## src/rtl/alu_sequencer_if.sv

```systemverilog
// Decoder-side handshake for alu_sequencer: decoded instruction fields in, busy/done/illegal back.
interface alu_sequencer_if #(
  parameter int unsigned RF_AW = 3,
  parameter int unsigned DW    = 8
);
  logic             start;
  logic [3:0]       op;
  logic [RF_AW-1:0] rd_sel;
  logic [RF_AW-1:0] rs_sel;
  logic [DW-1:0]    imm;
  logic             busy;
  logic             done;
  logic             illegal;

  modport master (
    output start, op, rd_sel, rs_sel, imm,
    input  busy, done, illegal
  );

  modport slave (
    input  start, op, rd_sel, rs_sel, imm,
    output busy, done, illegal
  );
endinterface

```

## src/rtl/alu_sequencer.sv

```systemverilog
// Multi-cycle controller sequencing one ALU instruction: RF read(s), ALU drive, flag latch, write-back.
// Build macro ALU_MUL_EN makes op 12 (MUL) legal as an 8-cycle shift-add multiply; otherwise op 12 is illegal.
module alu_sequencer #(
  parameter int unsigned RF_AW = 3,
  parameter int unsigned DW    = 8
) (
  input  logic             clock,
  input  logic             reset,
  alu_sequencer_if.slave   dec,
  output logic [RF_AW-1:0] rf_raddr,
  input  logic [DW-1:0]    rf_rdata,
  output logic [DW-1:0]    alu_x,
  output logic [DW-1:0]    alu_y,
  output logic [3:0]       alu_op,
  input  logic [2*DW-1:0]  alu_out,
  input  logic [3:0]       alu_flags,
  output logic             rf_we,
  output logic [RF_AW-1:0] rf_waddr,
  output logic [DW-1:0]    rf_wdata,
  output logic [DW-1:0]    acc_hi,
  output logic [3:0]       flags_q
);
  localparam int unsigned PW = 2 * DW;
  localparam logic [3:0] OP_CM       = 4'd4;
  localparam logic [3:0] OP_CMI      = 4'd5;
  localparam logic [3:0] OP_BASE_MAX = 4'd11;
  localparam logic [3:0] OP_MUL      = 4'd12;

  typedef enum logic [2:0] {
    S_IDLE,
    S_RD_X,
    S_RD_Y,
    S_EXEC,
    S_WB,
`ifdef ALU_MUL_EN
    S_MUL,
`endif
    S_ERR
  } state_t;

  state_t           state_q, state_d;
  logic [3:0]       op_q, op_d;
  logic [RF_AW-1:0] rs_q, rs_d;
  logic [DW-1:0]    imm_q, imm_d;
  logic [DW-1:0]    x_q, x_d;
  logic [RF_AW-1:0] rf_raddr_q, rf_raddr_d;
  logic [DW-1:0]    alu_x_q, alu_x_d;
  logic [DW-1:0]    alu_y_q, alu_y_d;
  logic [3:0]       alu_op_q, alu_op_d;
  logic             rf_we_q, rf_we_d;
  logic [RF_AW-1:0] rf_waddr_q, rf_waddr_d;
  logic [DW-1:0]    rf_wdata_q, rf_wdata_d;
  logic [DW-1:0]    acc_hi_q, acc_hi_d;
  logic [3:0]       flags_d;
  logic             busy_q, busy_d;
  logic             done_q, done_d;
  logic             illegal_q, illegal_d;

  logic op_legal;
  logic is_unary;
  logic reg_bin;
  logic unused_flags;

`ifdef ALU_MUL_EN
  localparam int unsigned CW = $clog2(DW);
  logic [DW-1:0] y_q, y_d;
  logic [PW-1:0] prod_q, prod_d;
  logic [CW-1:0] cnt_q, cnt_d;
  logic [DW-1:0] mul_y;
  logic [PW-1:0] mul_addend;

  // First MUL cycle sees y straight off the RF read port; later cycles use the held copy.
  assign mul_y      = (cnt_q == '0) ? rf_rdata : y_q;
  assign mul_addend = mul_y[cnt_q] ? (PW'(x_q) << cnt_q) : '0;
  assign op_legal   = (dec.op <= OP_MUL);
`else
  assign op_legal   = (dec.op <= OP_BASE_MAX);
`endif

  assign is_unary     = (op_q == OP_CM) || (op_q == OP_CMI);
  assign reg_bin      = !op_q[0] && !is_unary;
  // ALU zero and reserved flag bits are never used; zero is derived here.
  assign unused_flags = ^{alu_flags[3], alu_flags[1]};

  always_comb begin
    state_d    = state_q;
    op_d       = op_q;
    rs_d       = rs_q;
    imm_d      = imm_q;
    x_d        = x_q;
    rf_raddr_d = rf_raddr_q;
    alu_x_d    = alu_x_q;
    alu_y_d    = alu_y_q;
    alu_op_d   = alu_op_q;
    rf_we_d    = 1'b0;
    rf_waddr_d = rf_waddr_q;
    rf_wdata_d = rf_wdata_q;
    acc_hi_d   = acc_hi_q;
    flags_d    = flags_q;
    busy_d     = busy_q;
    done_d     = 1'b0;
    illegal_d  = 1'b0;
`ifdef ALU_MUL_EN
    y_d        = y_q;
    prod_d     = prod_q;
    cnt_d      = cnt_q;
`endif

    case (state_q)
      S_IDLE: begin
        if (dec.start) begin
          op_d       = dec.op;
          rs_d       = dec.rs_sel;
          imm_d      = dec.imm;
          rf_waddr_d = dec.rd_sel;
          busy_d     = 1'b1;
          if (op_legal) begin
            rf_raddr_d = dec.rd_sel;
            state_d    = S_RD_X;
          end else begin
            state_d    = S_ERR;
          end
        end
      end
      S_RD_X: begin
        if (reg_bin) begin
          rf_raddr_d = rs_q;
          state_d    = S_RD_Y;
        end else begin
          state_d    = S_EXEC;
        end
      end
      S_RD_Y: begin
        x_d     = rf_rdata;
        state_d = S_EXEC;
`ifdef ALU_MUL_EN
        if (op_q == OP_MUL) begin
          prod_d  = '0;
          cnt_d   = '0;
          state_d = S_MUL;
        end
`endif
      end
      S_EXEC: begin
        alu_op_d = op_q;
        if (reg_bin) begin
          alu_x_d = x_q;
          alu_y_d = rf_rdata;
        end else begin
          alu_x_d = rf_rdata;
          alu_y_d = is_unary ? '0 : imm_q;
        end
        state_d = S_WB;
      end
`ifdef ALU_MUL_EN
      S_MUL: begin
        if (cnt_q == '0) begin
          y_d = rf_rdata;
        end
        prod_d = prod_q + mul_addend;
        cnt_d  = cnt_q + CW'(1);
        if (cnt_q == CW'(DW - 1)) begin
          state_d = S_WB;
        end
      end
`endif
      S_WB: begin
        rf_we_d    = 1'b1;
        done_d     = 1'b1;
        busy_d     = 1'b0;
        rf_wdata_d = alu_out[DW-1:0];
        acc_hi_d   = alu_out[PW-1:DW];
        flags_d    = {1'b0, alu_flags[2], ~|alu_out[DW-1:0], alu_flags[0]};
`ifdef ALU_MUL_EN
        if (op_q == OP_MUL) begin
          rf_wdata_d = prod_q[DW-1:0];
          acc_hi_d   = prod_q[PW-1:DW];
          flags_d    = {1'b0, prod_q[PW-1], ~|prod_q, |prod_q[PW-1:DW]};
        end
`endif
        state_d    = S_IDLE;
      end
      S_ERR: begin
        done_d    = 1'b1;
        illegal_d = 1'b1;
        busy_d    = 1'b0;
        state_d   = S_IDLE;
      end
      default: state_d = S_IDLE;
    endcase
  end

  always_ff @(posedge clock) begin
    if (!reset) begin
      state_q    <= S_IDLE;
      op_q       <= '0;
      rs_q       <= '0;
      imm_q      <= '0;
      x_q        <= '0;
      rf_raddr_q <= '0;
      alu_x_q    <= '0;
      alu_y_q    <= '0;
      alu_op_q   <= '0;
      rf_we_q    <= 1'b0;
      rf_waddr_q <= '0;
      rf_wdata_q <= '0;
      acc_hi_q   <= '0;
      flags_q    <= '0;
      busy_q     <= 1'b0;
      done_q     <= 1'b0;
      illegal_q  <= 1'b0;
`ifdef ALU_MUL_EN
      y_q        <= '0;
      prod_q     <= '0;
      cnt_q      <= '0;
`endif
    end else begin
      state_q    <= state_d;
      op_q       <= op_d;
      rs_q       <= rs_d;
      imm_q      <= imm_d;
      x_q        <= x_d;
      rf_raddr_q <= rf_raddr_d;
      alu_x_q    <= alu_x_d;
      alu_y_q    <= alu_y_d;
      alu_op_q   <= alu_op_d;
      rf_we_q    <= rf_we_d;
      rf_waddr_q <= rf_waddr_d;
      rf_wdata_q <= rf_wdata_d;
      acc_hi_q   <= acc_hi_d;
      flags_q    <= flags_d;
      busy_q     <= busy_d;
      done_q     <= done_d;
      illegal_q  <= illegal_d;
`ifdef ALU_MUL_EN
      y_q        <= y_d;
      prod_q     <= prod_d;
      cnt_q      <= cnt_d;
`endif
    end
  end

  assign rf_raddr    = rf_raddr_q;
  assign alu_x       = alu_x_q;
  assign alu_y       = alu_y_q;
  assign alu_op      = alu_op_q;
  assign rf_we       = rf_we_q;
  assign rf_waddr    = rf_waddr_q;
  assign rf_wdata    = rf_wdata_q;
  assign acc_hi      = acc_hi_q;
  assign dec.busy    = busy_q;
  assign dec.done    = done_q;
  assign dec.illegal = illegal_q;
endmodule

```

## src/flat_wrapper.sv

```systemverilog
// flat-port wrapper written by rule: the top's interface ports become plain ports
module alu_sequencer_flat 
#(
  parameter int unsigned RF_AW = 3,
  parameter int unsigned DW    = 8
)
  (clock, reset, rf_raddr, rf_rdata, alu_x, alu_y, alu_op, alu_out, alu_flags, rf_we, rf_waddr, rf_wdata, acc_hi, flags_q, dec_start, dec_op, dec_rd_sel, dec_rs_sel, dec_imm, dec_busy, dec_done, dec_illegal);
  alu_sequencer_if #(.RF_AW(RF_AW), .DW(DW)) dec_i ();
  input  logic clock;
  input  logic reset;
  output logic [RF_AW-1:0] rf_raddr;
  input  logic [DW-1:0] rf_rdata;
  output logic [DW-1:0] alu_x;
  output logic [DW-1:0] alu_y;
  output logic [3:0] alu_op;
  input  logic [2*DW-1:0] alu_out;
  input  logic [3:0] alu_flags;
  output logic rf_we;
  output logic [RF_AW-1:0] rf_waddr;
  output logic [DW-1:0] rf_wdata;
  output logic [DW-1:0] acc_hi;
  output logic [3:0] flags_q;
  input wire logic [$bits(dec_i.start)-1:0] dec_start;
  input wire logic [$bits(dec_i.op)-1:0] dec_op;
  input wire logic [$bits(dec_i.rd_sel)-1:0] dec_rd_sel;
  input wire logic [$bits(dec_i.rs_sel)-1:0] dec_rs_sel;
  input wire logic [$bits(dec_i.imm)-1:0] dec_imm;
  output wire logic [$bits(dec_i.busy)-1:0] dec_busy;
  output wire logic [$bits(dec_i.done)-1:0] dec_done;
  output wire logic [$bits(dec_i.illegal)-1:0] dec_illegal;
  assign dec_i.start = dec_start;
  assign dec_i.op = dec_op;
  assign dec_i.rd_sel = dec_rd_sel;
  assign dec_i.rs_sel = dec_rs_sel;
  assign dec_i.imm = dec_imm;
  assign dec_busy = dec_i.busy;
  assign dec_done = dec_i.done;
  assign dec_illegal = dec_i.illegal;
  alu_sequencer #(.RF_AW(RF_AW), .DW(DW)) u_core (.clock(clock), .reset(reset), .dec(dec_i), .rf_raddr(rf_raddr), .rf_rdata(rf_rdata), .alu_x(alu_x), .alu_y(alu_y), .alu_op(alu_op), .alu_out(alu_out), .alu_flags(alu_flags), .rf_we(rf_we), .rf_waddr(rf_waddr), .rf_wdata(rf_wdata), .acc_hi(acc_hi), .flags_q(flags_q));
endmodule
```

## config.mk

```make
export PLATFORM = sky130hd
export DESIGN_NAME = alu_sequencer_flat
export DESIGN_NICKNAME = d
export VERILOG_FILES = /design/src/rtl/alu_sequencer_if.sv /design/src/rtl/alu_sequencer.sv /design/src/flat_wrapper.sv
export SDC_FILE = /design/constraint.sdc
export NUM_CORES = 1
export LEC_CHECK = 0
export CAP_MARGIN = 40
export CELL_PAD_IN_SITES_DETAIL_PLACEMENT = 2
export CELL_PAD_IN_SITES_GLOBAL_PLACEMENT = 2
export CORE_MARGIN = 5
export CORE_UTILIZATION = 28
export CTS_BUF_LIST = sky130_fd_sc_hd__clkbuf_16
export CTS_CLUSTER_DIAMETER = 120
export DETAILED_ROUTE_END_ITERATION = 8
export PLACE_DENSITY_LB_ADDON = 0.1
export REMOVE_ABC_BUFFERS = 1
export SLEW_MARGIN = 10
export SYNTH_ARGS = -nofsm -noshare
export SYNTH_HDL_FRONTEND = slang
export SYNTH_SLANG_ARGS = --single-unit
```

## constraint.sdc

```tcl
create_clock -name clock -period 3.7 [get_ports clock]
set_input_delay 0.555 -clock clock [delete_from_list [all_inputs] [get_ports clock]]
set_output_delay 0.555 -clock clock [all_outputs]
set_load 0.03 [all_outputs]
```

## Yosys cells after proc, flatten, opt, wreduce, memory -nomap -nowiden

Cells that the tools add are included.
Widths: inputs -> output; s select.

- $lt $le $gt $ge: 1
- Equal/unequal tests: 10
- Reduce and logical (&&, ||, !) cells: 13
- Multiplexer cells: 16

Operators with widths:

| operator | number |
|---|---|
| $mux 8 | 3 |
| $mux 3 | 5 |
| $pmux 3 s4 | 1 |
| $eq 4x3->1 const B | 2 |
| $reduce_or 8->1 | 1 |
| $eq 3x2->1 const B | 2 |
| $eq 3x3->1 const B | 2 |
| $pmux 3 s2 | 1 |
| $mux 1 | 5 |
| $le 4x4->1 const B | 1 |
| $ne 2x1->1 const B | 2 |
| $reduce_and 2->1 | 2 |
| $reduce_and 4->1 | 1 |
| $reduce_bool 2->1 | 2 |
| $eq 3x1->1 const B | 1 |
| $logic_not 1->1 | 3 |
| $logic_not 3->1 | 1 |
| $ne 2x2->1 const B | 1 |
| $pmux 1 s2 | 1 |
| $reduce_or 2->1 | 1 |
| $logic_and 1x1->1 | 1 |
| $logic_or 1x1->1 | 1 |

- Bits of input ports: 49
- Logic and storage cells: 57
- Output and inout bits: 50
- Flip-flop bits (word level): 75

## Depth between registers and ports, before layout

Gate-level depths: netlist (run 1).

- Depth after elaboration: 6
- Mapped depth: 6
- Depth with buffers taken out: 3

## Least setup slack after synthesis (run 1)

No wires, ideal clock.

- Kind: input -> register
- From: input dec_start
- To: register u_core.imm_q[0]
- Slack: 2.200 ns
- Path buffers: 2
- Stages on the path: 5
- Setup time: 0.132 ns
- Data required time: 3.568 ns
- Arrival time: 1.367 ns
- Cell sequence: or4b_4 > buf_6 > buf_6 > nand2_1 > a21oi_1

- Word-level cells in the longest chain between the ends: 1

Ends and longest elaborated chain:

| what | line | text |
|---|---|---|
| start, declared | flat_wrapper.sv:23 | `input wire logic [$bits(dec_i.start)-1:0] dec_start;` |
| $reduce_and 2->1 (no line) | -- |  |
| end signal, assigned | alu_sequencer.sv:221 | `imm_q <= imm_d;` |
| end, declared | alu_sequencer.sv:44 | `logic [DW-1:0] imm_q, imm_d;` |

No other way between the ends.
A chain may end at the register's enable or synchronous reset.

## Final worst setup path (run 1)

- From: register u_core.state_q[1]
- To: register u_core.x_q[7]

- Word-level cells in the longest chain between the ends: 1

Ends and longest elaborated chain:

| what | line | text |
|---|---|---|
| start, declared | alu_sequencer.sv:41 | `state_t state_q, state_d;` |
| start signal, assigned | alu_sequencer.sv:218 | `state_q <= state_d;` |
| $eq 3x2->1 | alu_sequencer.sv:109 | `case (state_q)` |
| end signal, assigned | alu_sequencer.sv:199 | `x_q <= '0;` |
| end signal, assigned | alu_sequencer.sv:222 | `x_q <= x_d;` |
| end, declared | alu_sequencer.sv:45 | `logic [DW-1:0] x_q, x_d;` |

No other way between the ends.

==> run summary, run 1 <==
status - complete, no violations
endpoints failing hold - 0
drt initial violations - 74
io pins - 99
Cells after Synth - 347
biggest area consumer among synthesized cells - dfxtp_1
first-pass GRT wire length - 16,100 um
post-DR wirelength/cell - 16.7 um
Max rail drop VDD - 228 uV
core area - 10,700 sq um
post-synthesis simple-gate area fraction - 21.5%
Fmax - 511 MHz
hold_ws - 0.453 ns
Post-Route WL - 9680 um
DR vias/cell - 4.77
Mapped Avg Cell Area - 8.70 sq um
RR Endpoint - u_core.x_q[7]$_SDFFE_PN0N_
# rows - 38
Worst-path clk slew - 0.06 ns
Inserted Clock Buffers - 9
Cell variety after synth - 38
Max-slew headroom - 43.2%
leak pwr - 0.00149 uW
CTS resizes - 0
fill count - 1,201
number of global-route vias before repair - 3,154
post-route antenna net violation count - 0
die height - 114 um
DR vias - 2,760
clock insertion delay at the later pin of the skew report - 0.33 ns
drt first pass iters - 4
crit path launch - u_core.state_q[1]$_SDFFE_PN0P_
crit path launch type - flop
sequential share of the synthesized area - 49.7%
Port Buffers - 95
maxcap violations - 0
crit path kind - flop to flop
Root Buffer - clkbuf_16
Initial Utilization - 28.2%
initial antenna violation count - 0
Hold-fix buffers, CTS - 0
asr flop ratio synth - 0%
largest net degree at the start of global routing - 43
final setup TNS - 0 ns
drt drc - 0
met2 usage - 28.4%
GRT Residual Overflow - 0
Nets - 483
RSZ-0062 raised after global routing - no
warnings from Yosys - 0
crit end category - flop
Slew Viols, Final - 0
M3 GR Usage - 3.29%
critical path endpoint - u_core.x_q[7]$_SDFFE_PN0N_
critical path required time - 3.88 ns
measured slew at the worst slew-check pin - 0.852 ns
gr usage total - 15.9%
Post-Synth Adder-Cell Area - 0%
Area Overhead vs Synth - 44.6%
period utilisation layout - 52.8%
WP data arrival - 2.14 ns
Reg area - 1500 sq um
Die W - 114 um
CTS tree - done
reg2reg path depth - 4
post-CTS setup buffer count - 0
CTS Buffer Depth - 2
worst-path fanout max - 16
HPWL after DPL - 6600 um
GR peak layer - met2
share of layout cells above drive strength 1 - 9.34%
CTS sink cnt - 75
top cells by area, synth - dfxtp_1, nand2_1, a21oi_1
routability congestion estimate - 0.695
top cell type's share of synthesized area - 49.7%
Seq cells post-synth - 75
post-synthesis mux area share - 6.63%
XOR/XNOR Fraction of Synth Area - 0.290%
Most used DFF post-synth - dfxtp_1
Multi-input gate area - 1340 sq um
# setup viols final - 0
Post-synth EDFFs - 0
Synth Area in Compound Gates - 15.6%
Die Area - 13,000 sq um
hold crit path type - flop to flop
R2R Path Start - u_core.state_q[1]$_SDFFE_PN0P_
PwrDens - 530 nW/um^2
Clock Skew - 0.0119 ns
met1 Usage GRT - 18.9%
Clock H-tree levels - 3
ant diodes - 0
r2r setup slk - 1.74 ns
cell area after synthesis - 3020 sq um
min cycle time layout - 1.96 ns
largest family of logic cells by synthesized area - simple AND/OR/NAND/NOR gates
layer usage:
layer | vias to the layer above | share of wire (%)
met5 | - | 0
met3 | 12 | 3.9
met1 | 1339 | 43
met2 | 51 | 52
li1 | 1358 | -
met4 | 0 | 1.7
worst max-delay path: stages (launching register included):
cell and delay, ns:
dfxtp_1 0.79, nor3b_2 0.51, buf_4 0.25, mux2i_1 0.21, nor2_1 0.05
sequential cells by signal, indices dropped and copies added, names as in the netlist, 4 cells and up:
name,flops
u_core.imm_q,8
u_core.acc_hi,8
u_core.rf_wdata,8
u_core.alu_x,8
u_core.x_q,8
u_core.alu_y,8
u_core.alu_op,4
u_core.op_q,4
layout by cell type (no fill, tap or decap), types with 2 or more instances in the layout:
cell             count
inv_1                2
o21ai_0             17
dfxtp_1             75
mux2_2               8
mux2i_1             11
a221oi_1             3
a21oi_1             50
nor4_1               2
a211oi_1             3
nand2_1             92
bufinv_16            2
clkinv_4             2
nand3_1             17
buf_8                2
nor2_1              10
nor3b_4              2
nor3_1               2
buf_4                5
clkbuf_16            9
clkdlybuf4s50_1     95
a31oi_1              8
layout make-up:
type / instances / area share (%)
multi-input cells: 242 / 30.6
well taps: 140 / 4.01
flip-flops and latches: 75 / 34.4
repair buffers: 103 / 23.4
inverters: 3 / 0.258
clock inverters: 7 / 2.15
clock buffers: 9 / 5.16
cells in the mapped netlist, drive strengths merged (3+ instances only):
cell type and instances:
nor3b 4, clkbuf 11, a31oi 8, nand3 17, a211oi 4, a21oi 51, o21ai 17, buf 16
a221oi 3, mux2 8, dfxtp 75, nand2 92, nor2 10, mux2i 11
cells by family (layout without fill, tap and decap cells):
kind of cell,count (synthesis),after routing
simple gates,136,136
compound gates,85,85
flops,75,75
buf+inv,30,122
mux,19,19
other cells,1,1
xor+xnor,1,1
metrics by stage:
stage	area [sq um]	util, %	instances	setup slack (ns)	power [uW]
floorplan	2850	-	320	1.97	1190
global placement	4000	37.4	559	1.38	1380
detailed placement	4050	37.8	563	1.38	1400
CTS	4370	40.8	579	1.71	2360
global route	4370	40.8	579	1.60	2440
finish	4370	40.8	579	1.74	2310
power by group:
part           total [uW]  switching [uW]  internal (uW)  leakage (uW)
Combinational         450             249            201      0.000722
Clock                 934             345            589      0.000157
Sequential            930            58.8            871      0.000609
Total                2310             653           1660       0.00149
how the worst min path moves through the flow:
stage	start	end	slack, ns	cells after the start
after floorplan	u_core.imm_q[0]$_SDFFE_PN0P_	u_core.imm_q[0]$_SDFFE_PN0P_	0.43	2
after global placement	u_core.imm_q[7]$_SDFFE_PN0P_	u_core.imm_q[7]$_SDFFE_PN0P_	0.44	2
after detailed placement	u_core.acc_hi[2]$_SDFFE_PN0P_	u_core.acc_hi[2]$_SDFFE_PN0P_	0.45	2
after CTS	u_core.acc_hi[2]$_SDFFE_PN0P_	u_core.acc_hi[2]$_SDFFE_PN0P_	0.46	2
after global routing	u_core.imm_q[4]$_SDFFE_PN0P_	u_core.imm_q[4]$_SDFFE_PN0P_	0.47	2
final	u_core.rf_waddr[1]$_SDFFE_PN0P_	u_core.rf_waddr[1]$_SDFFE_PN0P_	0.45	2
Power figures use the tool's default switching activity.
==> inputs of run 2 (changes only) <==
CORE_UTILIZATION = 23   (was 28)
clock period = 1.6 ns   (was 3.7 ns; I/O delays follow)
==> run 2 against run 1 <==
Routed wire length is 6.8% higher; largest cell class unchanged; critical path type is now flop to output pin; count of clock-buffer cells in the layout stayed put; hold slack worse by 0.0057 ns; setup slack worse by 1.7 ns; sequential cell count stayed put; critical endpoint is now dec_done; sequential power is 130% higher; critical path depth is 3 lower; first-iteration DRC count is 9.5% lower; core utilization is 5.4 points lower.
==> run summary, run 2 (synthesis gave the netlist of run 1 again) <==
fill count - 1,507
most frequent cells in the layout - nand2_1, dfxtp_1, a21oi_1
share of layout cells above drive strength 1 - 12.5%
drt initial violations - 67
maxcap violations - 0
status - complete, no violations
period utilisation layout - 97.5%
io pins - 99
Initial Utilization - 23.7%
endpoints failing hold - 0
Post-Route WL - 10,300 um
core area - 12,700 sq um
first-pass GRT wire length - 17,100 um
post-route antenna net violation count - 0
Worst-path clk slew - 0.05 ns
Nets - 502
largest net degree at the start of global routing - 31
Worst path slowest cell - clkdlybuf4s50_1
number of global-route vias before repair - 3,185
family with the most delay on the worst path - buffers and inverters
clock insertion delay at the later pin of the skew report - 0.34 ns
max incr delay on CP - 0.68 ns
Die Area - 15,500 sq um
initial antenna violation count - 0
hold_ws - 0.447 ns
Max rail drop VDD - 453 uV
reg2reg path depth - 3
Clock Skew - 0.00695 ns
# rows - 41
die height - 125 um
Hold Path End - u_core.alu_y[4]$_SDFFE_PN0P_
crit end category - output pin
Die W - 125 um
leak pwr - 0.00192 uW
Root Buffer - clkbuf_16
hold crit path type - flop to flop
R2R Path Start - u_core.state_q[2]$_SDFFE_PN0P_
gr usage total - 13.7%
r2r setup slk - 0.14 ns
CTS tree - done
DR vias - 2,872
drt first pass iters - 4
final core utilization - 35.4%
Fmax - 641 MHz
Cell Chain, Critical Path - clkdlybuf4s50_1
HPWL after DPL - 7440 um
Buffers & Inverters on Critical Path - 1
ant diodes - 0
Hold-fix buffers, CTS - 0
CTS sink cnt - 75
drt drc - 0
DP Worst Slack - -0.168 ns
final worst slack - 0.0397 ns
critical path required time - 1.36 ns
Hold Path Cell Cnt - 2
routability congestion estimate - 0.726
worst-path fanout max - 1
Multi-input gate area - 1340 sq um
most common cell after layout, fill and taps aside - nand2_1
CTS Buffer Depth - 2
Final Power - 5190 uW
WP data arrival - 1.32 ns
Port Buffers - 95
Reg area - 1500 sq um
GRT Residual Overflow - 0
crit path launch type - flop
post-DR wirelength/cell - 16.4 um
DR vias/cell - 4.57
min cycle time layout - 1.56 ns
hold path start - u_core.alu_y[4]$_SDFFE_PN0P_
Slew Viols, Final - 0
Clock H-tree levels - 3
PwrDens - 1150 nW/um^2
RSZ-0062 raised after global routing - no
Inserted Clock Buffers - 9
crit path kind - flop to output pin
# setup viols final - 0
Area Overhead vs Synth - 49.3%
RR Endpoint - u_core.imm_q[3]$_SDFFE_PN0P_
==> run 2: changes by cell type in the layout (fill, tap and decap cells not counted), moves of 3 or more <==
cell	delta
dlymetal6s2s_1	+9
buf_4	+19
buf_12	+3
dlygate4sd2_1	+38
clkdlybuf4s50_1	-47
==> run 2: per-layer routing <==
layer,part of all wire [%],up-vias,track usage (%)
met5,0,-,0
met4,1.5,0,4.64
met3,4.0,12,4.20
met2,51,56,23.7
met1,44,1411,16.1
li1,-,1393,-
==> run 2: through the flow <==
| step | instance area [sq um] | TNS (ns) | instances |
|---|---|---|---|
| 3_3_place_gp | 4250 | -1.63 | 614 |
| 6_report | 4510 | 0 | 629 |
| 4_1_cts | 4480 | 0 | 629 |
| 2_1_floorplan | 2850 | -2.00 | 320 |
| 3_5_place_dp | 4250 | -2.65 | 614 |
| 5_1_grt | 4510 | 0 | 629 |
==> run 2: worst max path at each step <==
stage                                               from                         endpoint  slack, ns  depth (start not counted)
after floorplan           u_core.state_q[1]$_SDFFE_PN0P_       u_core.x_q[0]$_SDFFE_PN0N_      -0.13                          3
after global placement                         dec_start  u_core.rf_waddr[0]$_SDFFE_PN0P_      -0.10                          4
after detailed placement                       dec_start     u_core.imm_q[3]$_SDFFE_PN0P_      -0.17                          4
after CTS                 u_core.flags_q[2]$_SDFFE_PN0P_                       flags_q[2]      0.001                          1
after global routing             u_core.rf_we$_SDFF_PN0_                            rf_we      0.002                          1
final                         u_core.dec.done$_SDFF_PN0_                         dec_done       0.04                          1
==> run 2: area by class of cell <==
| class | instances | area share [%] |
|---|---|---|
| Timing Repair Buffer | 122 | 25.9 |
| Inverter | 3 | 0.250 |
| Multi-Input combinational cell | 242 | 29.7 |
| Sequential cell | 75 | 33.3 |
| Clock inverter | 6 | 1.11 |
| Tap cell | 172 | 4.77 |
| Clock buffer | 9 | 5.00 |
==> run 2: worst min-delay path, delay by kind of cell, from the launching register on <==
family	cells	cell delay [ns]
AOI/OAI and AO/OA	1	0.05
DFF	1	0.30
and+or+nand+nor	1	0.05
==> run 2: timing repair <==
item                       4_1_cts  5_1_grt
resized for setup               39       10
setup buffers                    0        0
setup endpoints to repair       42       30
==> run 2: where the power goes <==
| part | leakage, uW | internal [uW] | switching [uW] | total [uW] |
|---|---|---|---|---|
| combinational | 0.00116 | 504 | 635 | 1140 |
| clock | 0.000143 | 1170 | 758 | 1930 |
| sequential | 0.000610 | 2020 | 105 | 2120 |
| total | 0.00192 | 3690 | 1500 | 5190 |
